[config.mk]
export PLATFORM = sky130hd
export DESIGN_NAME = raminfr
export DESIGN_NICKNAME = d
export VERILOG_FILES = /design/src/rtl/raminfr.sv
export SDC_FILE = /design/constraint.sdc
export NUM_CORES = 1
export LEC_CHECK = 0
export CORE_MARGIN = 8
export CORE_UTILIZATION = 50
export DETAILED_ROUTE_END_ITERATION = 10
export PLACE_DENSITY = 0.79
export SETUP_SLACK_MARGIN = 0.15
export SYNTH_ARGS = -nofsm -noshare
export SYNTH_HDL_FRONTEND = slang
export SYNTH_SLANG_ARGS = --single-unit
[constraint.sdc]
create_clock -name clk -period 10.3 [get_ports clk]
set_clock_uncertainty 0.15 [all_clocks]
set_input_delay 2.06 -clock clk [delete_from_list [all_inputs] [get_ports clk]]
set_output_delay 2.06 -clock clk [all_outputs]
set_load 0.01 [all_outputs]
[src/rtl/raminfr.sv]
// Inferred dual-port register-file RAM for the UART FIFOs: one synchronous write port, one read port.
// Define RAMINFR_REG_OUT_EN to register the read data (1-cycle read latency); default is a combinational read.
module raminfr #(
   parameter int addr_width = 4,
   parameter int data_width = 8,
   parameter int depth      = 16
) (
   input  logic                  clk,
   input  logic                  rst,
   input  logic                  we,
   input  logic [addr_width-1:0] top,
   input  logic [addr_width-1:0] bottom,
   input  logic [data_width-1:0] dat_i,
   output logic [data_width-1:0] dat_o
);

   // One extra bit so depth == 2**addr_width is representable in the range compare.
   localparam logic [addr_width:0] depth_lim = (addr_width + 1)'(depth);

   logic [data_width-1:0] mem [0:depth-1];
   logic [data_width-1:0] rd_word;
   logic                  wr_ok;
   logic                  rd_ok;

   assign wr_ok = we && ({1'b0, top} < depth_lim);
   assign rd_ok = {1'b0, bottom} < depth_lim;

   always_ff @(posedge clk or posedge rst) begin
      if (rst) begin
         for (int i = 0; i < depth; i++) begin
            mem[i] <= '0;
         end
      end else if (wr_ok) begin
         mem[top] <= dat_i;
      end
   end

   // Out-of-range read addresses return zero rather than an undefined word.
   always_comb begin
      rd_word = '0;
      if (rd_ok) begin
         rd_word = mem[bottom];
      end
   end

`ifdef RAMINFR_REG_OUT_EN
   always_ff @(posedge clk or posedge rst) begin
      if (rst) begin
         dat_o <= '0;
      end else begin
         dat_o <= rd_word;
      end
   end
`else
   assign dat_o = rd_word;
`endif

endmodule

* Word-level counts from Yosys, hierarchy flattened
Cells that the tools add are included.
** Word-level totals
- Register bits after elaboration :: 128
- Bits of input ports :: 19
- Word-level logic and storage cells :: 28
** Cells by class
- Order comparisons :: 3
- Muxes and demuxes :: 6
- Bitwise gates (word level) :: 2
- Reductions and logical operators :: 1
** Operator list (count)
- bitwise mux 128 bit :: 1
- binary-select mux 8 bit (select 4 bit) :: 1
- demux 8 bit (select 4 bit) :: 1
- 2-to-1 mux 8 bit :: 3
- >= comparator 5 bit, second input constant :: 2
- inverter 4 -> 5 bit :: 2
- less-than comparator 5 x 1 -> 1 bit, second input constant :: 1
- logical AND 1 bit :: 1

* Logic depth before layout (Yosys ltp)
Gate-level depths: netlist of the first run.
- Word-level depth :: 6
- Depth in mapped cells :: 5
- Depth with buffers taken out :: 3

* Worst setup path before layout of the first run
OpenSTA, ideal clock, no wires.
- Path kind :: input port to output port
- From :: in bottom[0]
- To :: out dat_o[0]
- Arrival time :: 3.302 ns
- Required time :: 8.090 ns
- Path slack :: 4.788 ns
- Stages :: 5
- Buffers on the path :: 2
- Cell sequence :: buf_2 > buf_2 > mux4_2 > a22oi_1 > nand2_1
** Between the ends
- Longest elaborated chain between the ends :: 4
** RTL lines
- from (decl) :: RTL line 12 : input logic [addr_width-1:0] bottom,
- inverter 4 -> 5 bit (not written as such) :: RTL line 42 : rd_word = mem[bottom];
- binary-select mux 8 bit (select 4 bit) :: RTL line 42
- 2-to-1 mux 8 bit (not written as such) (2 in a row) :: RTL line 42
- to (decl) :: RTL line 14 : output logic [data_width-1:0] dat_o
No other way between the ends. The select of a mux whose other input is x is not followed.

* Final worst setup path of the first run
- From :: in bottom[1]
- To :: out dat_o[0]
Same word-level chain as after synthesis.

==> results of run 1 <==
## cell families after synthesis
logic type | share of synthesized area
AOI/OAI and AO/OA | 0.0202
buffers and inverters | 0.0233
DFF | 0.538
muxes | 0.373
and+or+nand+nor | 0.0452
## worst max-delay path: cells and delay by family
kind,cells,cell delay [ns]
buffers and inverters,3,1.37
AOI/OAI and AO/OA,1,0.20
and+or+nand+nor,1,0.09
muxes,1,0.57
## report_power, final
group / internal [mW] / switching [mW] / total (mW)
clock: 0.363 / 0.209 / 0.572
combinational: 0.174 / 0.0954 / 0.269
sequential: 0.620 / 0.0586 / 0.679
## routing by layer
layer	wire length, um	share of wire	GRT usage
met1	5610	0.44	0.222
met2	6320	0.50	0.271
met3	586	0.046	0.0544
met4	156	0.012	0.0652
met5	0	0	0
## Yosys cell counts, types with 2 or more instances
master	instances
dfrtp_1	128
mux2_2	112
mux4_2	32
a22oi_1	16
mux2_4	16
clkbuf_1	11
nand2_1	10
buf_2	9
buf_1	4
nor2_2	4
nor2b_1	4
buf_4	3
nand4bb_1	2
nor4b_4	2
or4_1	2
## through the flow
step | instance area (sq um) | total power, mW | hold slack [ns] | instances | util
4_1_cts | 6830 | 1.53 | 0.353 | 546 | 0.579
3_3_place_gp | 6280 | 0.934 | 0.332 | 517 | 0.532
5_1_grt | 6830 | 1.59 | 0.358 | 546 | 0.579
2_1_floorplan | 5950 | 0.874 | 0.324 | 369 | -
3_5_place_dp | 6280 | 0.955 | 0.339 | 517 | 0.532
6_report | 6830 | 1.52 | 0.349 | 546 | 0.579
## worst paths after layout
kind                       cells past startpoint  slack (ns)      start       end
max reg2reg                                    1        9.37    mem[74]   mem[74]
max in group asynchronous                      3        6.72        rst   mem[88]
min reg2reg                                    1        0.35    mem[71]   mem[71]
min in group asynchronous                      2        2.08        rst   mem[61]
min                                            1        0.35    mem[71]   mem[71]
max                                            6        3.79  bottom[1]  dat_o[0]
## area by class of cell
cell class              count  area (sq um)  share of cell area
clock buffers              22           464              0.0679
clock inverters             7          87.6              0.0128
inverters                   1          6.26            0.000915
multi-input cells         212          2610               0.382
flip-flops and latches    128          3200               0.469
well taps                 147           184              0.0269
repair buffers             29           278              0.0406
==> impl_results.md, run 1 <==
- Synth top area share: 0.538
- Final Max Tran Viols: 0
- Setup crit start kind: primary input
- GPL Wtd Cong: between 0.7 and 0.8
- Die Y-Extent: 125 um
- Root Buffer: clkbuf_16
- Leak: about 3 nW
- Worst Tran Pin Value: between 1 and 1.5 ns
- # resized after CTS: 0
- Critical path class: in -> out
- Cell Pwr Density: around 220 nW/um^2
- Post-synthesis register bit count: between 100 and 150
- CTS tree: done
- Diode count: 0
- Crit end category: primary output
- Synth area leaders: dfrtp_1 54%, mux2_2 21%, mux4_2 12%
- RSZ-0062 raised after global routing: false
- Initial Utilization: 0.504
- Most used DFF post-synth: dfrtp_1
- Global-route wire length before repair: between 20 and 25 mm
- Row count: 40
- Cells along the critical path: clkdlybuf4s50_1 > buf_4 > mux4_2 > a22oi_1 > nand2_1 > clkdlybuf4s50_1
- Post-CTS Setup Repair Bufs: 0
- Core Area: about 12000 sq um
- Die Footprint: about 16000 sq um
- Pre-antenna DRT Iters: 4
- Area leader, netlist: dfrtp_1
- WL/cell: roughly 23 um
- Later-pin clock latency in the skew report: a little over 0.4 ns
- Most common cell after layout, fill and taps aside: dfrtp_1
- Fin crit share: 0.632
- Overall Global Routing Usage: 0.174
- CTS sink cnt: about 130
- Hold Buf Count CTS: 0
- Max-cap violations: 0
- Pre-CTS setup slack: between 3 and 4 ns
- Vias per cell: roughly 6.1
- Final worst slack: approximately 3.8 ns
- Slowest cell on the critical path: mux4_2
- Cells after Synth: ~370
- Slew headroom: 0.293
- Total wire length: ~13 mm
- Cell area after synthesis: between 5000 and 6000 sq um
- Worst EP arrival: roughly 4.3 ns
- Maximum VDD drop: roughly 0.00014 V
- Max incr delay on CP: 0.57 ns
- Post-route setup TNS: 0 ns
- Port buffer count: 26
- Antenna violations before repair: 0
- Post-synthesis sequential area ratio: 0.538
- Average size of a mapped cell: ~16 sq um
- Nets: around 410
- Commonest non-fill, non-tap cells in the layout: 128 x dfrtp_1, 112 x mux2_2, 32 x mux4_2
- Via count: roughly 3300
- Pin count of the biggest net entering global routing: 79
- Share of cells above drive strength 1: 0.506
- Top reg by flops: mem
- Die W: 125 um
- P&R area growth vs syn: 14.8%
- Clock Pin Slew Worst Setup and Hold Paths: 0.06 ns
- Dpl hpwl: between 7 and 8 mm
- H-tree depth: 4
- Final Hold Viols: 0
- Worst min-delay path class: reg -> reg
- Post-synth EDFFs: 0
- Biggest regs: mem (128)
- Ys async rst share: 1.00
- # DRC: 0
- Status: finished, final reports clean
- DRT iter0 DRCs: 210
- IO Pins: 27
- Highest Clock Rate: ~150 MHz
- # setup viols final: 0
- Worst Path Required: around 8.1 ns
- Worst-path fanout max: 32
- Mapped Nets: 388
- Largest register FFs: ~130
- Final ANT Viol Nets: 0
- Ys Warns: 0
- Longest Clk Path Bufs: 2
- Final-layout fill cell count: ~880
- Synth unique cells: 29
- Period minus WS final: 6.51 ns
- CP most frequent cell: clkdlybuf4s50_1
- Vias in the first global route: roughly 3700
- CTS buffer count: 17
- Overflow left after global routing: 0
Power figures use the tool's default switching activity.
==> inputs of run 2 (changes only) <==
--- a/config.mk
+++ b/config.mk
@@ -8,7 +8,7 @@
 export CORE_MARGIN = 8
 export CORE_UTILIZATION = 50
 export DETAILED_ROUTE_END_ITERATION = 10
-export PLACE_DENSITY = 0.79
+export PLACE_DENSITY = 0.82
 export SETUP_SLACK_MARGIN = 0.15
 export SYNTH_ARGS = -nofsm -noshare
 export SYNTH_HDL_FRONTEND = slang
==> constraint.sdc (replaced) <==
create_clock -name clk -period 5.5 [get_ports clk]
set_clock_uncertainty 0.15 [all_clocks]
set_input_delay 1.1 -clock clk [delete_from_list [all_inputs] [get_ports clk]]
set_output_delay 1.1 -clock clk [all_outputs]
set_load 0.01 [all_outputs]
==> run 2 against run 1 <==
  * Via count increased by 0.36%
  * Combinational power increased by 88%
  * Core utilization up 0.41 points
  * Highest routed layer unchanged
  * Cell area grew 0.71%
  * Largest cell class unchanged
  * Sequential share of layout area decreased by 0.33 points
==> impl_results.md, run 2 (synthesized netlist as in run 1, its figures left out) <==
- Top reg by flops: mem
- Fin crit share: 0.838
- GPL Wtd Cong: 0.757
- Maximum VDD drop: 0.000346 V
- DRT iter0 DRCs: roughly 260
- Vias per cell: 6.03
- Vias in the first global route: 3665
- Most common cell after layout, fill and taps aside: dfrtp_1
- Worst Tran Pin Value: approximately 1.1 ns
- Total wire length: around 13 mm
- Post-route setup TNS: 0 ns
- WL/cell: between 20 and 25 um
- Cells along the critical path: clkdlybuf4s50_1 > buf_4 > mux4_2 > a22oi_1 > nand2_1 > clkdlybuf4s50_1
- P&R area growth vs syn: 15.6%
- Overflow left after global routing: 0
- RSZ-0062 raised after global routing: false
- Share of cells above drive strength 1: 0.514
- Via count: between 3000 and 4000
- Internal power: 2.17 mW
- Switch Pwr: 0.697 mW
- Hold Buf Count CTS: 0
- Clock power frac: 0.378
- Period minus WS final: approximately 4.6 ns
- CTS tree: done
- Pin count of the biggest net entering global routing: 87
- Cell Pwr Density: around 420 nW/um^2
- Root Buffer: clkbuf_16
- Initial Utilization: 0.504
- Final ANT Viol Nets: 0
- Max-cap violations: 0
- Biggest regs: mem (128)
- Commonest non-fill, non-tap cells in the layout: 128 x dfrtp_1, 112 x mux2_2, 32 x mux4_2
- Status: finished, final reports clean
- Diode count: 0
- # DRC: 0
- Die Y-Extent: approximately 130 um
- Setup crit start kind: primary input
- Nets: 409
- Post-CTS Setup Repair Bufs: 0
- Die Footprint: 15700 sq um
- Core Area: approximately 12000 sq um
- # setup viols final: 0
- Pre-antenna DRT Iters: 4
- Comb pwr share: 0.177
- Critical path class: in -> out
- Final Hold Viols: 0
- Worst min-delay path class: reg -> reg
- Global-route wire length before repair: approximately 20 mm
- Row count: 40
- Sw Share: 0.243
- Port buffer count: 26
- IO Pins: 27
- Largest register FFs: around 130
- Highest Clock Rate: 217 MHz
- Delay-heaviest family, CP: buffers and inverters
- Final Max Tran Viols: 0
- Longest Clk Path Bufs: 2
- Clock Pin Slew Worst Setup and Hold Paths: roughly 0.05 ns
- Slew headroom: 0.297
- Crit end category: primary output
- Overall Global Routing Usage: 0.172
- Antenna violations before repair: 0
- Leak: approximately 2.9 nW
- H-tree depth: 4
- Worst-path fanout max: 32
- CP most frequent cell: clkdlybuf4s50_1
- CTS buffer count: 17
- # resized after CTS: 0
- Worst EP arrival: roughly 3.4 ns
- Die W: 125 um
- Later-pin clock latency in the skew report: between 0.4 and 0.5 ns
- Dpl hpwl: 7.92 mm
- Final-layout fill cell count: slightly below 900
- Slowest cell on the critical path: mux4_2
- Max incr delay on CP: between 0.5 and 0.6 ns
- Buf/Inv on CP: 3
- CTS sink cnt: between 100 and 150
- Worst Path Required: 4.25 ns
- Power, Total: 2.87 mW
- Share of power burned in registers: 0.445
run 2: cell count changes in the layout (fill, tap and decap cells not counted):
| cell | previous run | this run |
|---|---|---|
| clkbuf_8 | 2 | 5 |
| clkinv_2 | 4 | 2 |
| clkinv_4 | 0 | 1 |
| clkinvlp_4 | 1 | 4 |
| bufinv_16 | 2 | 1 |
| clkbuf_1 | 3 | 2 |
| buf_12 | 0 | 1 |
run 2: power groups by stage:
stage / Clock [mW] / Sequential, mW / Combinational (mW)
CTS: 1.10 / 1.27 / 0.514
floorplan: 0 / 1.24 / 0.394
global placement: 0 / 1.27 / 0.485
global route: 1.14 / 1.30 / 0.545
detailed placement: 0 / 1.28 / 0.508
finish: 1.08 / 1.27 / 0.507
run 2: worst paths after layout:
kind,slack (ns),from,end,cells past startpoint
worst max-delay path,0.89,bottom[1],dat_o[0],6
worst min-delay path,0.35,mem[14],mem[14],1
worst max register to register,4.55,mem[33],mem[33],1
worst min register to register,0.35,mem[14],mem[14],1
max in group asynchronous,3.06,rst,mem[89],3
min in group asynchronous,1.14,rst,mem[50],2
run 2: layout make-up:
class | count | area (sq um) | share of cell area
multi-input cells | 212 | 2610 | 0.379
repair buffers | 30 | 298 | 0.0433
well taps | 147 | 184 | 0.0267
inverters | 1 | 6.26 | 0.000909
clock buffers | 24 | 502 | 0.0729
flip-flops and latches | 128 | 3200 | 0.465
clock inverters | 8 | 78.8 | 0.0115
run 2: through the flow:
stage	utilization	instances	hold slack, ns	setup WS (ns)	cell area [sq um]
final	0.583	550	0.351	0.892	6880
after global routing	0.583	550	0.359	0.788	6880
after CTS	0.583	550	0.354	0.895	6880
after detailed placement	0.534	518	0.338	0.926	6300
after global placement	0.534	518	0.332	0.923	6300
after floorplan	-	369	0.324	0.837	5950
run 2: per-layer routing:
metal / vias to the layer above / part of all wire / GRT usage
met3: 17 / 0.042 / 0.0480
li1: 1434 / - / -
met5: - / 0 / 0
met1: 1794 / 0.44 / 0.218
met2: 73 / 0.51 / 0.277
met4: 0 / 0.013 / 0.0616
==> inputs of run 3 (changes only) <==
--- a/config.mk
+++ b/config.mk
@@ -8,7 +8,7 @@
 export CORE_MARGIN = 8
 export CORE_UTILIZATION = 50
 export DETAILED_ROUTE_END_ITERATION = 10
-export PLACE_DENSITY = 0.82
+export PLACE_DENSITY = 0.79
 export SETUP_SLACK_MARGIN = 0.15
 export SYNTH_ARGS = -nofsm -noshare
 export SYNTH_HDL_FRONTEND = slang
==> constraint.sdc (replaced) <==
create_clock -name clk -period 4.5 [get_ports clk]
set_clock_uncertainty 0.15 [all_clocks]
set_input_delay 0.9 -clock clk [delete_from_list [all_inputs] [get_ports clk]]
set_output_delay 0.9 -clock clk [all_outputs]
set_load 0.01 [all_outputs]
==> run 3 against run 2 <==
  * First-iteration DRC count down 28%
  * Core utilization up 0.94 points
  * Clock power up 39%
  * Global-route usage down 0.26 points
  * Via count up 0.78%
  * Count of clock-buffer cells in the layout down 6
  * Sequential power up 23%
  * Power up 28%
  * Setup slack worse by 0.55 ns
  * Sequential share of layout area down 0.74 points
  * Sequential cell count unchanged
  * Combinational power up 22%
  * Critical endpoint is now dat_o[3]
  * Largest power group unchanged
==> impl_results.md, run 3 (synthesized netlist as in run 1, its figures left out) <==
- Fin crit share: 0.924
- Global-route wire length before repair: ~20 mm
- Maximum VDD drop: between 0.0003 and 0.0004 V
- DRT iter0 DRCs: ~190
- Post-route setup TNS: 0 ns
- Buf/Inv on CP: 3
- Vias per cell: 6.05
- Initial Utilization: 0.504
- IO Pins: 27
- Hold_ws: around 0.35 ns
- Delay-heaviest family, CP: buffers and inverters
- Biggest regs: mem (128)
- Worst Path Required: ~3.5 ns
- Status: finished, final reports clean
- Diode count: 0
- Highest Clock Rate: 241 MHz
- Cells along the critical path: clkdlybuf4s50_1 > buf_12 > mux4_2 > a22oi_1 > nand2_1 > clkdlybuf4s50_1
- Die Y-Extent: approximately 130 um
- Overall Global Routing Usage: 0.169
- Power, Total: around 3.7 mW
- H-tree depth: 4
- # resized after CTS: 0
- Worst Tran Pin Value: approximately 0.96 ns
- Final ANT Viol Nets: 0
- Longest Clk Path Bufs: 2
- Worst-path fanout max: 28
- Setup crit start kind: primary input
- # setup viols final: 0
- Post-CTS Setup Repair Bufs: 0
- Pre-antenna DRT Iters: 4
- Pre-CTS setup slack: ~0.38 ns
- Max incr delay on CP: ~0.68 ns
- Final instance area: roughly 7000 sq um
- Via count: 3344
- Vias in the first global route: between 3000 and 4000
- Most common cell after layout, fill and taps aside: dfrtp_1
- Period minus WS final: a little over 4 ns
- Slew headroom: 0.358
- Antenna violations before repair: 0
- Root Buffer: clkbuf_16
- Clock Pin Slew Worst Setup and Hold Paths: 0.05 ns
- Placed inst area: roughly 6400 sq um
- Slack of the worst reg-to-reg path: ~3.6 ns
- Final worst slack: around 0.34 ns
- Final Hold Viols: 0
- Final Max Tran Viols: 0
- Worst min-delay path class: reg -> reg
- # DRC: 0
- Cell Pwr Density: 525 nW/um^2
- Critical path class: in -> out
- Worst EP arrival: between 3 and 4 ns
- RSZ-0062 raised after global routing: false
- Max-cap violations: 0
- Die Footprint: 15700 sq um
- Later-pin clock latency in the skew report: roughly 0.42 ns
- Commonest non-fill, non-tap cells in the layout: 128 x dfrtp_1, 112 x mux2_2, 32 x mux4_2
- Total wire length: 12.6 mm
- Overflow left after global routing: 0
- GPL Wtd Cong: approximately 0.76
- CTS tree: done
- Leak: roughly 3 nW
- Largest register FFs: around 130
- WL/cell: 22.8 um
- Pin count of the biggest net entering global routing: 69
- Top reg by flops: mem
- CTS sink cnt: 128
- Crit end category: primary output
- CTS buffer count: 17
- Core Area: approximately 12000 sq um
- Port buffer count: 26
- Share of cells above drive strength 1: 0.520
- Row count: 40
- Dpl hpwl: roughly 8 mm
- Die W: around 130 um
- Nets: around 400
- P&R area growth vs syn: 17.5%
- Slowest cell on the critical path: clkdlybuf4s50_1
- Hold Buf Count CTS: 0
- CP most frequent cell: clkdlybuf4s50_1
==> run 3: layout make-up <==
type	count	area [sq um]
repair buffers	33	345
flip-flops and latches	128	3200
fillers	887	4820
well taps	147	184
multi-input cells	212	2610
clock inverters	14	214
inverters	1	7.51
clock buffers	18	429
==> run 3: per-layer routing <==
layer / global-route usage / share of wire / vias to the layer above
met4: 0.0609 / 0.016 / 0
met5: 0 / 0 / -
li1: - / - / 1435
met2: 0.273 / 0.49 / 66
met1: 0.210 / 0.45 / 1825
met3: 0.0548 / 0.045 / 18
==> run 3: stage by stage <==
stage / std cells / util
after floorplan: 369 / -
after global placement: 521 / 0.538
after detailed placement: 521 / 0.538
after CTS: 553 / 0.592
after global routing: 553 / 0.592
final: 553 / 0.592
==> run 3: path summary, 6_finish.rpt <==
check	start	to	depth (start not counted)
worst min-delay path	mem[108]	mem[108]	1
worst max register to register	mem[0]	mem[0]	1
worst min register to register	mem[108]	mem[108]	1
worst max-delay path	bottom[1]	dat_o[3]	6
min in group asynchronous	rst	mem[117]	2
max in group asynchronous	rst	mem[75]	3
==> run 3: power by group <==
part	internal, mW	switching (mW)	total [mW]	leakage (nW)
clock network	0.982	0.516	1.50	0.306
logic	0.403	0.217	0.620	1.12
registers	1.42	0.137	1.56	1.57
total	2.80	0.871	3.68	2.99
